## src/rtl/eth_tx_speed_switch_ctrl.sv

```systemverilog
// eth_tx_speed_switch_ctrl: safely retunes the RGMII TX clock generator setting.
// The TX path is drained first, then the generator is reset, and the controller waits for ready.
module eth_tx_speed_switch_ctrl #(
    parameter int reset_cycles_p  = 8,
    parameter int drain_timeout_p = 1024,
    parameter int ready_timeout_p = 4096
) (
    input  logic       clk250_i,
    input  logic       clk250_rst_n_i,
    input  logic       speed_v_i,
    input  logic [1:0] speed_i,
    output logic       speed_ready_o,
    output logic       done_v_o,
    output logic       done_err_o,
    input  logic       tx_busy_i,
    output logic       tx_hold_o,
    output logic       gen_reset_o,
    input  logic       gen_ready_i,
    output logic [1:0] phy_rgmii_tx_clk_setting_o
);
    localparam int max_c = drain_timeout_p > ready_timeout_p
        ? (drain_timeout_p > reset_cycles_p ? drain_timeout_p : reset_cycles_p)
        : (ready_timeout_p > reset_cycles_p ? ready_timeout_p : reset_cycles_p);
    localparam int cw = $clog2(max_c + 1);
    localparam logic [cw-1:0] rst_last   = cw'(reset_cycles_p - 1);
    localparam logic [cw-1:0] drain_last = cw'(drain_timeout_p - 1);
    localparam logic [cw-1:0] ready_last = cw'(ready_timeout_p - 1);

    typedef enum logic [2:0] {BOOT, IDLE, HOLD, RESET, WAIT_READY, DONE} state_t;

    state_t        state, nxt;
    logic [cw-1:0] cnt;
    logic [1:0]    target;
    logic          boot, err, settled, ready_ok;

    assign settled  = cnt >= cw'(2);
    assign ready_ok = settled && gen_ready_i;

    always_comb begin
        nxt = state;
        err = 1'b0;
        case (state)
            BOOT, RESET: if (cnt == rst_last) nxt = WAIT_READY;
            IDLE: if (speed_v_i) begin
                nxt = (speed_i == 2'b11 || speed_i == phy_rgmii_tx_clk_setting_o) ? DONE : HOLD;
                err = speed_i == 2'b11;
            end
            HOLD: if (!tx_busy_i) nxt = RESET;
                  else if (cnt == drain_last) begin
                      nxt = DONE;
                      err = 1'b1;
                  end
            WAIT_READY: if (ready_ok || cnt == ready_last) begin
                nxt = boot ? IDLE : DONE;
                err = !ready_ok;
            end
            default: nxt = IDLE;
        endcase
    end

    // Outputs are registered from the next state so they line up with the state they describe.
    always_ff @(posedge clk250_i or negedge clk250_rst_n_i) begin
        if (!clk250_rst_n_i) begin
            state                      <= BOOT;
            cnt                        <= '0;
            boot                       <= 1'b1;
            target                     <= 2'b00;
            phy_rgmii_tx_clk_setting_o <= 2'b00;
            gen_reset_o                <= 1'b1;
            tx_hold_o                  <= 1'b1;
            speed_ready_o              <= 1'b0;
            done_v_o                   <= 1'b0;
            done_err_o                 <= 1'b0;
        end else begin
            state         <= nxt;
            cnt           <= nxt != state ? '0 : cnt + {{(cw-1){1'b0}}, ~&cnt};
            boot          <= boot && nxt != IDLE;
            if (speed_v_i && speed_ready_o) target <= speed_i;
            if (state == HOLD && nxt == RESET) phy_rgmii_tx_clk_setting_o <= target;
            gen_reset_o   <= nxt == BOOT || nxt == RESET;
            tx_hold_o     <= nxt != IDLE && nxt != DONE;
            speed_ready_o <= nxt == IDLE;
            done_v_o      <= nxt == DONE;
            done_err_o    <= nxt == DONE && err;
        end
    end
endmodule

```

## config.mk

```make
export PLATFORM = sky130hd
export DESIGN_NAME = eth_tx_speed_switch_ctrl
export DESIGN_NICKNAME = d
export VERILOG_FILES = /design/src/rtl/eth_tx_speed_switch_ctrl.sv
export SDC_FILE = /design/constraint.sdc
export NUM_CORES = 1
export LEC_CHECK = 0
export CORE_UTILIZATION = 35
export CTS_CLUSTER_DIAMETER = 80
export DETAILED_ROUTE_END_ITERATION = 6
export DONT_BUFFER_PORTS = 1
export HOLD_SLACK_MARGIN = 0.06
export SETUP_SLACK_MARGIN = 0.15
export SYNTH_ARGS = -nofsm -noshare
export SYNTH_HDL_FRONTEND = slang
export SYNTH_SLANG_ARGS = --single-unit
```

## constraint.sdc

```tcl
create_clock -name clk250_i -period 2.7 [get_ports clk250_i]
set_clock_uncertainty 0.2 [all_clocks]
set_input_delay 0.27 -clock clk250_i [delete_from_list [all_inputs] [get_ports clk250_i]]
set_output_delay 0.27 -clock clk250_i [all_outputs]
set_load 0.1 [all_outputs]
```

==> metrics.csv <==
stage,metric,value,unit
floorplan,Initial Utilization,0.363,
floorplan,Boundary Pins,14,
place,GP Congestion,0.880,
timing,slew at the pin closest to its max-slew limit,0.878,ns
place,HPWL Detailed,2170,um
global_route,first-pass GRT wire length,5110,um
logic_synthesis,Post-Synth XOR/XNOR Area,0.0663,
place,port bufs,0,
clocking,clock latency on the worst-skew pair,0.27,ns
clocking,H-tree levels,1,
logic_synthesis,total number of yosys warnings,0,
worst_setup_path,"slowest stage delay, CP",0.47,ns
logic_synthesis,Mapped Cells,145,
global_route,largest net degree at the start of global routing,27,
logic_synthesis,largest family of logic cells by synthesized area,simple AND/OR/NAND/NOR gates,
logic_synthesis,Synthesized Nets,154,
drt,Initial DRT Pass Iterations,4,
logic_synthesis,ys flop type,dfrtp_1,
finish,area delta synth->final,12.7,%
logic_synthesis,register area share after synthesis,0.450,
clocking,root buf cell,clkbuf_8,
drt,Final Routed Wirelength,2840,um
pwr,pwr dens,1030,mW/mm2
logic_synthesis,Post-synth EDFFs,0,
timing,Max Freq,0.421,GHz
logic_synthesis,Synth Register Bits,26,
floorplan,Die W,66.4,um
global_route,grt ovf,0,
floorplan,area of the die,0.00441,mm2
drt,drt drc,0,
worst_setup_path,crit path launch type,flop,
status,status,completed,
worst_setup_path,Crit Path Max Fanout,6,
clocking,clk slew on worst S/H paths,0.08,ns
place,"Cell Area, Placed",0.00152,mm2
timing,final setup vio count,0,
logic_synthesis,Synth async-reset ratio,1.00,
place,dpl cells,195,
clocking,CTS Sinks,26,
worst_setup_path,crit path DAT,2.33,ns
clocking,CTS resizes,0,
finish,Ant. Diodes,0,
drt,vias per cell,5.37,
floorplan,core area,0.00400,mm2
finish,Layout Nets,164,
worst_setup_path,CP max-delay cell,dfrtp_1,
clocking,TritonCTS clock tree,yes,
timing,Max Slew Vio Count,0,
floorplan,Die Height,66.4,um
global_route,initial antenna violation count,0,
timing,Total Neg Setup Slack,0,ns
finish,layout cells sized above 1,0.175,
drt,DR WL/cell,13.9,um
logic_synthesis,mean post-synth cell area,10.0,um2
drt,number of vias in the routed layout,1095,
timing,period utilization,0.879,
logic_synthesis,Synth Area in Adders,0.0172,
worst_setup_path,crit-path cells,"nand4_1, nor3_2, nand2_1, ha_1, and3_1, and3_1, nand3_1, xor2_1, nor2_1",
floorplan,row count,23,
worst_setup_path,crit path capture type,flop,
worst_setup_path,Worst EP required,2.66,ns
worst_setup_path,Setup CP Type,flop to flop,
drt,Initial DRC Count,74,
timing,RSZ-0062 raised after global routing,no,
clocking,Max Buffers Root-to-Sink,2,
logic_synthesis,synthesized cell area,0.00145,mm2
logic_synthesis,post-synthesis mux area share,0.0310,
logic_synthesis,Synth Area in Compound Gates,0.145,
worst_setup_path,CP dominant cell by count,and3_1,
logic_synthesis,post-synth cell types,41,
timing,Final min period,2.37,ns
pwr,VDD IR max,0.320,mV
timing,Final Hold Fails,0,
global_route,vias in the first global route,1146,
finish,"non-filler cells, final",204,
logic_synthesis,Post-Synth Simple-Gate Area,0.255,
clocking,CTS Buf Count,3,
global_route,GRT Total Usage,0.153,
hold_path,path category of the worst min-delay check,input pin to flop,
finish,final instance area,0.00164,mm2
flow_run,max-cap viol count,0,
timing,Slew HR,0.415,
pwr,leakage power,0.724,nW
drt,Routed Antenna Nets,0,
pwr,Design Power,0.00169,W
## timing repair
item,4_1_cts,5_1_grt
buffers inserted,0,0
hold buffers,5,0
setup endpoints to repair,0,2
endpoints found under the hold margin,29,0
## through the flow
stage / hold WS, ns / utilization / setup WS, ns
final: 0.0687 / 0.409 / 0.326
after CTS: 0.0648 / 0.409 / 0.236
after global routing: 0.0776 / 0.409 / 0.155
after global placement: -0.225 / 0.380 / 0.287
after floorplan: -0.226 / - / 0.159
after detailed placement: -0.225 / 0.380 / 0.259
## registers in the layout, summed over array words and instances (netlist names)
name                        flops
state                           3
phy_rgmii_tx_clk_setting_o      2
boot                            1
cnt                            13
gen_reset_o                     1
done_err_o                      1
target                          2
speed_ready_o                   1
tx_hold_o                       1
done_v_o                        1
## cell families after synthesis
| family | Yosys count |
|---|---|
| DFF | 26 |
| buffers and inverters | 12 |
| and+or+nand+nor | 67 |
| AOI/OAI and AO/OA | 23 |
| adders and majority gates | 2 |
| muxes | 4 |
| xor gates and xnor gates | 11 |
## layout make-up
| type | instances | area (um2) |
|---|---|---|
| clock buffer | 4 | 55.1 |
| fill | 403 | 2360 |
| inverter | 9 | 33.8 |
| multi-input combinational | 107 | 747 |
| sequential | 26 | 656 |
| tap | 50 | 62.6 |
| timing repair buffer | 8 | 82.6 |
## cells in the final DEF (no fill, tap or decap), types with 2 or more instances in the layout
cell type	Yosys	final
nor2_1	20	20
ha_1	2	2
xnor2_1	5	5
a21boi_2	2	2
o21bai_1	3	3
xor2_1	6	6
o21ai_0	2	2
nand4_1	5	5
dfrtp_1	23	22
and2_1	2	2
mux2_2	4	4
a31oi_1	3	3
buf_4	1	3
and3_1	7	7
dlygate4sd3_1	0	4
nor3_1	2	2
inv_1	9	9
clkbuf_8	0	4
nor2b_1	6	6
nand3_1	10	10
nand2_1	8	8
nor3_2	2	2
dfstp_2	3	3
## worst max-delay path: cells and delay by family, from the launching register on
kind / cells / cell delay (ns)
xor+xnor: 1 / 0.14
fa+ha+maj: 1 / 0.21
simple gates: 7 / 1.23
flops: 1 / 0.47
## where the power goes
part	switching (W)	total (W)	internal (W)
logic	0.000460	0.000719	0.000259
registers	0.000222	0.000721	0.000500
clock network	0.000115	0.000245	0.000130
## cell usage after synthesis, types with 3 or more instances
cell type / n / area, um2
o21bai_1: 3 / 22.5
nand2_1: 8 / 30.0
dfstp_2: 3 / 78.8
a31oi_1: 3 / 18.8
nand3_1: 10 / 50.1
and3_1: 7 / 43.8
nor2_1: 20 / 75.1
nand4_1: 5 / 31.3
dfrtp_1: 23 / 576
mux2_2: 4 / 45.0
xnor2_1: 5 / 43.8
inv_1: 9 / 33.8
xor2_1: 6 / 52.6
nor2b_1: 6 / 37.5
## routing by layer
layer,part of all wire,GRT usage
met1,0.47,0.195
met2,0.49,0.259
met3,0.026,0.0207
met4,0.016,0.0638
met5,0,0
## worst paths after layout
path / from / to / slack [ns] / cells past startpoint
min: speed_v_i / target[0] / 0.07 / 2
max reg2reg: cnt[5] / cnt[11] / 0.33 / 9
min in group asynchronous: clk250_rst_n_i / cnt[7] / 0.21 / 2
min reg2reg: boot / boot / 0.27 / 2
max: cnt[5] / cnt[11] / 0.33 / 9
max in group asynchronous: clk250_rst_n_i / gen_reset_o / 1.85 / 2
(Power assumes the default switching activity.)
